==> src/rtl/decoder_3to8.sv <==
// Registered 3-to-8 one-hot line-select decoder with enable, valid flag and echoed select index.
// ACTIVE_LOW inverts every bit of y; REGISTERED=0 bypasses the output registers.
module decoder_3to8 #(
    parameter bit ACTIVE_LOW = 1'b0,
    parameter bit REGISTERED = 1'b1
) (
    input  logic       clk,
    input  logic       rst,
    input  logic       en,
    input  logic       a,
    input  logic       b,
    input  logic       c,
    output logic [7:0] y,
    output logic       valid,
    output logic [2:0] idx
);

    localparam logic [7:0] IDLE_Y = {8{ACTIVE_LOW}};

    logic [2:0] sel;
    logic [7:0] hot;
    logic [7:0] y_next;

    assign sel = {a, b, c};

    always_comb begin
        // NOTE: assigning the idle value first gives every path a value, so no latch is inferred.
        hot = 8'h00;
        if (en) begin
            case (sel)
                3'd0:    hot = 8'h01;
                3'd1:    hot = 8'h02;
                3'd2:    hot = 8'h04;
                3'd3:    hot = 8'h08;
                3'd4:    hot = 8'h10;
                3'd5:    hot = 8'h20;
                3'd6:    hot = 8'h40;
                3'd7:    hot = 8'h80;
                default: hot = 8'h00;
            endcase
        end
    end

    // XOR with the idle pattern applies the optional inversion uniformly.
    assign y_next = hot ^ IDLE_Y;

    generate
        if (REGISTERED) begin : g_reg
            logic [7:0] y_q;
            logic       valid_q;
            logic [2:0] idx_q;

            always_ff @(posedge clk) begin
                // NOTE: non-blocking assignments keep all registers sampling pre-edge values.
                if (rst) begin
                    y_q     <= IDLE_Y;
                    valid_q <= 1'b0;
                    idx_q   <= 3'd0;
                end else begin
                    y_q     <= y_next;
                    valid_q <= en;
                    idx_q   <= sel;
                end
            end

            assign y     = y_q;
            assign valid = valid_q;
            assign idx   = idx_q;
        end else begin : g_comb
            // Keeps outputs qualified invalid until the first edge after reset release.
            logic rst_q;

            always_ff @(posedge clk) begin
                rst_q <= rst;
            end

            assign y     = y_next;
            assign valid = en & ~rst_q;
            assign idx   = sel;
        end
    endgenerate

endmodule

==> config.mk <==
export PLATFORM = sky130hd
export DESIGN_NAME = decoder_3to8
export DESIGN_NICKNAME = d
export VERILOG_FILES = /design/src/rtl/decoder_3to8.sv
export SDC_FILE = /design/constraint.sdc
export NUM_CORES = 1
export LEC_CHECK = 0
export CAP_MARGIN = 20
export CORE_AREA = 2 2 39 41
export DETAILED_ROUTE_END_ITERATION = 12
export DIE_AREA = 0 0 41 43
export GPL_ROUTABILITY_DRIVEN = 0
export PLACE_DENSITY_LB_ADDON = 0.1
export SLEW_MARGIN = 20
export SYNTH_ARGS = -nofsm -noshare
export SYNTH_HDL_FRONTEND = slang
export SYNTH_SLANG_ARGS = --single-unit
==> constraint.sdc <==
create_clock -name clk -period 0.8 [get_ports clk]
set_input_delay 0.08 -clock clk [delete_from_list [all_inputs] [get_ports clk]]
set_output_delay 0.08 -clock clk [all_outputs]
set_load 0.03 [all_outputs]
### Word-level counts from Yosys, hierarchy flattened

Memory sizes are Yosys's and may differ from the RTL's. A register that Yosys moved wholly into a read port is not among the register bits.
Index checks and enable logic that the tools add are counted.

* memory bits (read-only): 64
* flip-flop bits (word level): 4
* output and inout port bits: 12
* bits of input ports: 6
* memories: 1

Memory list
* (no name shown): words 8, bits a word 8, rd ports 1, clocked after memory_dff 1, write ports 0, line 30 `case (sel)`

* reductions and logical operators: 1
* bitwise logic cells: 1

Operators with widths (number)
* OR reduction 2 bit: 1
* NOT 1 bit: 1

### Depth between registers and ports, before layout

Gate-level depths: netlist of the first run.

* depth after elaboration: 2
* depth in mapped cells: 2
* gate-level depth less buffers: 2

### Worst setup path before layout of the first run

No wires, ideal clock.

* path kind: input -> register
* from: input a
* to: register g_reg.y_q[0], in the netlist y[0]
* setup slack: 163 ps
* path buffers: 0
* required time: 727 ps
* setup time: 73 ps
* data arrival time: 564 ps
* stages on the path: 2
* path through: or3b_4 -> nor3_2

RTL lines
* from (decl): line 10 `input logic a,`
* to (decl): line 49 `logic [7:0] y_q;`

### Worst setup path in the final report of the first run

* from: register g_reg.idx_q[0], in the netlist idx[0]
* to: output idx[0]

RTL lines
* from (decl): line 51 `logic [2:0] idx_q;`
* from (signal assigned): line 62 `idx_q <= sel;`
* to (decl): line 15 `output logic [2:0] idx`

No word-level cell between the ends.

==> qor.yml, run 1 <==
die_w_um: 41
power_switching_mw: 0.2786
io_buffers: 17
hold_buffers: 0
peakVddDrop_mv: 1.011
power.density_nw_per_um2: 2032
netlist_area_um2: 344.1
antenna_found_initial: 0
cpMaxStageDelayCell: "dfxtp_2"
fp.dieH_um: 43
maxSlewViolCount: 0
clock_sinks: 12
cts_root_buf: "clkbuf_4"
antenna_cells: 0
max_freq_mhz: 1238
start_util_pct: 24.86
die_area_um2: 1763
crit_path_end_kind: "output pin"
min_period_ns: 0.8081
grt_pass1_vias: 266
p_leak_nw: 0.2734
boundaryPins: 18
synthMuxAreaShare_pct: 0
drv_cap: 0
timing.final.ws_setup_ns: -0.008075
synth-xor-area-share_pct: 0
drt_first_iter_violations: 3
synth_seq_area_share_pct: 69.82
violations: "setup timing"
fin_area_um2: 611.8
path_cells: "buf_6"
hold_path.class: "primary input to flip-flop"
crit_fanout: 1
whs_path_depth: 2
critPathTopFamily: "flip-flops"
cp.required_ns: 0.72
area_growth_pct: 77.82
num_vias: 274
crit_type: "flip-flop to output pin"
syn_inst: 29
pwr-share-seq_pct: 50.3
max_stage_delay_ns: 0.33
crit_path_start_kind: "flip-flop"
dp_slack_ns: -0.3768
setup_viol: 3
worst_pin_slew_ns: 0.1983
antenna_left: 0
yosysUniqueCellTypes: 10
yosys.area_share.simple_pct: 30.18
outcome: "finished with violations"
holdCritStartpoint: "en"
drc: 0
clockPowerShare_pct: 38.5
drive_above_1_share_pct: 63.46
synth_top_family_by_area: "simple AND/OR/NAND/NOR gates"
clockBufferDepth: 2
detail_route.vias_per_cell: 4.029
relSlewSlack_pct: 86.74
synth-compound-area-share_pct: 0
cts_tree: "yes"
wl_um: 676
final.period_utilization_pct: 101.0
syn_area_per_cell_um2: 11.86
intPower_mw: 0.9646
numCtsBuffers: 3
hold_viol_final: 0
cp_num_buf_inv: 1
cts_max_level: 1
firstDrtPassIters: 2
swShare_pct: 22.41
nNetsFinal: 59
dp_hpwl_um: 503.9
yosysWarnings: 0
post_drt_wl_per_cell_um: 9.941
overflow: 0
syn_nets: 35
p_total_mw: 1.243
yosys.area_share.adder_pct: 0
mostFrequentLayoutCells: "dfxtp_2 (12), buf_6 (12), nor2_1 (6)"
grt_max_degree: 8
rsz0062_at_grt: "true"
ys_seq_elements: 12
path_clk_slew_ns: 0.08
grt_usage_pct: 10.09
grt_pass1_wl_um: 1041
pwr-share-comb_pct: 11.2
placed_area_um2: 519.2
whs_endpoint: "valid$_SDFF_PP0_"
num_rows: 14
utilization_pct: 44.21
crit_arrival_ns: 0.73
coreArea_um2: 1384
layout make-up:
| type | instances | area (um2) |
|---|---|---|
| clock buffers | 4 | 36.28 |
| well taps | 16 | 20.02 |
| flip-flops and latches | 12 | 255.2 |
| fillers | 145 | 772.0 |
| repair buffers | 19 | 196.4 |
| multi-input cells | 17 | 103.9 |
registers in the layout, indices dropped and copies added, names as in the netlist:
signal and cells:
idx 3, y 8, valid 1
repair_timing:
| action | CTS | global route |
|---|---|---|
| setup buffers | 0 | 0 |
| pin swaps | 1 | 0 |
| gates resized for setup | 27 | 0 |
| endpoints found under the setup margin | 16 | 12 |
power by group through the flow:
stage	Clock, mW	Combinational [mW]	Sequential [mW]
floorplan	0	0.0263	0.668
global placement	0	0.134	0.632
detailed placement	0	0.135	0.632
CTS	0.486	0.141	0.624
global route	0.530	0.148	0.627
finish	0.479	0.139	0.625
worst max path at each step:
stage | startpoint | endpoint | depth (start not counted)
global route | idx[0]$_SDFF_PP0_ | idx[0] | 1
CTS | y[2]$_SDFF_PP0_ | y[2] | 1
detailed placement | en | y[0]$_SDFF_PP0_ | 3
global placement | en | y[3]$_SDFF_PP0_ | 3
floorplan | a | y[0]$_SDFF_PP0_ | 2
finish | idx[0]$_SDFF_PP0_ | idx[0] | 1
stage by stage:
step | TNS, ns | hold slack (ns) | std cells
2_1_floorplan | 0 | 0.1490 | 29
3_3_place_gp | -2.863 | 0.5103 | 64
3_5_place_dp | -2.968 | 0.5091 | 64
4_1_cts | -0.03497 | 0.1923 | 68
5_1_grt | -0.3390 | 0.1957 | 68
6_report | -0.01326 | 0.1871 | 68
routing by layer:
| layer | up-vias | track usage (%) | wire length [um] |
|---|---|---|---|
| li1 | 138 | - | - |
| met4 | 0 | 12.00 | 26 |
| met5 | - | 0 | 0 |
| met1 | 120 | 7.843 | 226 |
| met2 | 12 | 16.25 | 377 |
| met3 | 4 | 3.141 | 45 |
Yosys cell counts (all sizes together):
| library cell | number | area share (%) |
|---|---|---|
| and2b | 4 | 9.1 |
| dfxtp | 12 | 70 |
| nand2 | 1 | 1.1 |
| nand2b | 2 | 3.6 |
| nand3b | 1 | 2.2 |
| nor2 | 6 | 6.5 |
| nor3 | 2 | 4.4 |
| or3b | 1 | 3.3 |
kinds of logic after synthesis:
logic type       count (synthesis)
DFF                             12
and+or+nand+nor                 17
No activity file was read; power rests on OpenSTA's default activity.
==> inputs of run 2 (changes only) <==
Settings changed: CTS_CLUSTER_DIAMETER set to 60.
==> results of run 2 <==
The final DEF is identical to that of run 1; final timing and power are the same.
==> inputs of run 3 (changes only) <==
Settings changed: GPL_ROUTABILITY_DRIVEN 0 to unset, PLACE_DENSITY set to 0.6, PLACE_DENSITY_LB_ADDON 0.1 to unset.
==> run 3 against run 2 <==
The run now ends clean. Utilization is 0.45 points lower. Routed wire length fell by 12%. Largest power group unchanged. Combinational power grew 3%. Total power shrank 11%.
==> qor.yml, run 3 (synthesis gave the netlist of run 1 again) <==
rsz0062_at_grt: "true"
drv_cap: 0  # unchanged
clock_sinks: 12  # unchanged
hold_buffers: 0  # unchanged
hold_viol_final: 0  # unchanged
antenna_cells: 0  # unchanged
mostFrequentLayoutCells: "dfxtp_2 (12), buf_6 (12), nor2_1 (6)"
cp_num_buf_inv: 1  # unchanged
peakVddDrop_mv: 0.7522  # -26%
pwr-share-comb_pct: 12.9  # +1.7 points
hold_path.class: "primary input to flip-flop"
n_fill_cell: 140  # -3.4%
path_clk_slew_ns: 0.06  # -0.02 ns
drive_above_1_share_pct: 63.46  # unchanged
setup_viol: 0  # -3
crit_path_end_kind: "output pin"
swShare_pct: 22.02  # -0.39 points
boundaryPins: 18  # unchanged
start_util_pct: 24.86  # unchanged
numCtsBuffers: 3  # unchanged
die_w_um: 41  # unchanged
intPower_mw: 0.8651  # -10%
largest_reg_flops: 8  # unchanged
drc: 0  # unchanged
regArea_um2: 255.2  # unchanged
io_buffers: 17  # unchanged
crit_arrival_ns: 0.71  # -0.02 ns
area_growth_pct: 76.00
overflow: 0  # unchanged
critPathTopFamily: "flip-flops"
outcome: "finished clean"
firstDrtPassIters: 4  # +2
clockBufferDepth: 2  # unchanged
path_cells: "buf_6"
cts_tree: "yes"
globalplace.congestion: 0.6704
wl_um: 594  # -12%
cts_setup_buffers: 0  # unchanged
nNetsFinal: 60  # +1.7%
relSlewSlack_pct: 86.38  # -0.36 points
coreArea_um2: 1384  # unchanged
post_drt_wl_per_cell_um: 8.735  # -12%
grt_max_degree: 7  # -1
fp.dieH_um: 43  # unchanged
pwr-share-seq_pct: 56.4  # +6.1 points
drt_first_iter_violations: 2  # -1
crit_fanout: 1  # unchanged
crit_path_start_kind: "flip-flop"
grt_usage_pct: 8.485  # -1.6 points
cp.required_ns: 0.72  # about the same
max_stage_delay_ns: 0.33  # about the same
power.density_nw_per_um2: 1832  # -9.8%
maxSlewViolCount: 0  # unchanged
p_leak_nw: 0.2700  # -1.3%
final.period_utilization_pct: 98.19  # -2.8 points
detail_route.vias_per_cell: 4.015  # -0.36%
dp_cells: 65  # +1.6%
worst_pin_slew_ns: 0.2037  # +0.005441 ns
grt_pass1_wl_um: 952  # -8.5%
num_rows: 14  # unchanged
clockPowerShare_pct: 30.8  # -7.7 points
grt_pass1_vias: 252  # -5.3%
cpMaxStageDelayCell: "dfxtp_2"
multiInputGateArea_um2: 103.9  # unchanged
antenna_left: 0  # unchanged
die_area_um2: 1763  # unchanged
cts_max_level: 1  # unchanged
min_period_ns: 0.7856  # -0.02252 ns
antenna_found_initial: 0  # unchanged
num_vias: 273  # -0.36%
cts_root_buf: "clkbuf_4"
power_switching_mw: 0.2443  # -12%
crit_type: "flip-flop to output pin"
p_total_mw: 1.109  # -11%
fin_cells: 68  # unchanged
max_freq_mhz: 1273  # +2.9%
## run 3: worst paths after layout
kind	endpoint	slack [ns]	from	cells past startpoint
worst max-delay path	idx[2]	0.01	idx[2]$_SDFF_PP0_	1
worst min-delay path	idx[2]$_SDFF_PP0_	0.20	a	2
## run 3: routing by layer
layer	wire (um)	global-route usage [%]
met5	0	0
met4	0	8.000
met3	47	3.141
met2	325	11.88
met1	221	9.180
## run 3: stage by stage
step	setup WS [ns]	utilization, %	TNS, ns	area (um2)	hold WS, ns
2_1_floorplan	0.1629	-	0	344.1	0.1490
3_3_place_gp	-0.3383	38.07	-2.882	526.8	0.5098
3_5_place_dp	-0.3488	38.07	-2.986	526.8	0.5111
4_1_cts	-0.0000008327	43.76	0	605.6	0.1924
5_1_grt	-0.01589	43.76	-0.08973	605.6	0.2122
6_report	0.01444	43.76	0	605.6	0.1993
## run 3: final cells by class
type / count / area share, %
Multi-Input combinational cell: 17 / 17.15
Timing Repair Buffer: 20 / 33.68
Tap cell: 16 / 3.306
Sequential cell: 12 / 42.15
Clock buffer: 3 / 3.719
## run 3: timing repair
| action | in CTS | in global routing |
|---|---|---|
| resized for setup | 27 | 0 |
| endpoints found under the setup margin | 16 | 12 |
| pin swaps | 2 | 0 |
| endpoints found under the hold margin | 0 | 0 |
## run 3: power by group through the flow
| stage | sequential [mW] | clock, mW | combinational, mW |
|---|---|---|---|
| after global routing | 0.626 | 0.384 | 0.153 |
| after detailed placement | 0.633 | 0 | 0.138 |
| final | 0.625 | 0.341 | 0.143 |
| after CTS | 0.626 | 0.362 | 0.144 |
| after floorplan | 0.668 | 0 | 0.0263 |
| after global placement | 0.633 | 0 | 0.137 |
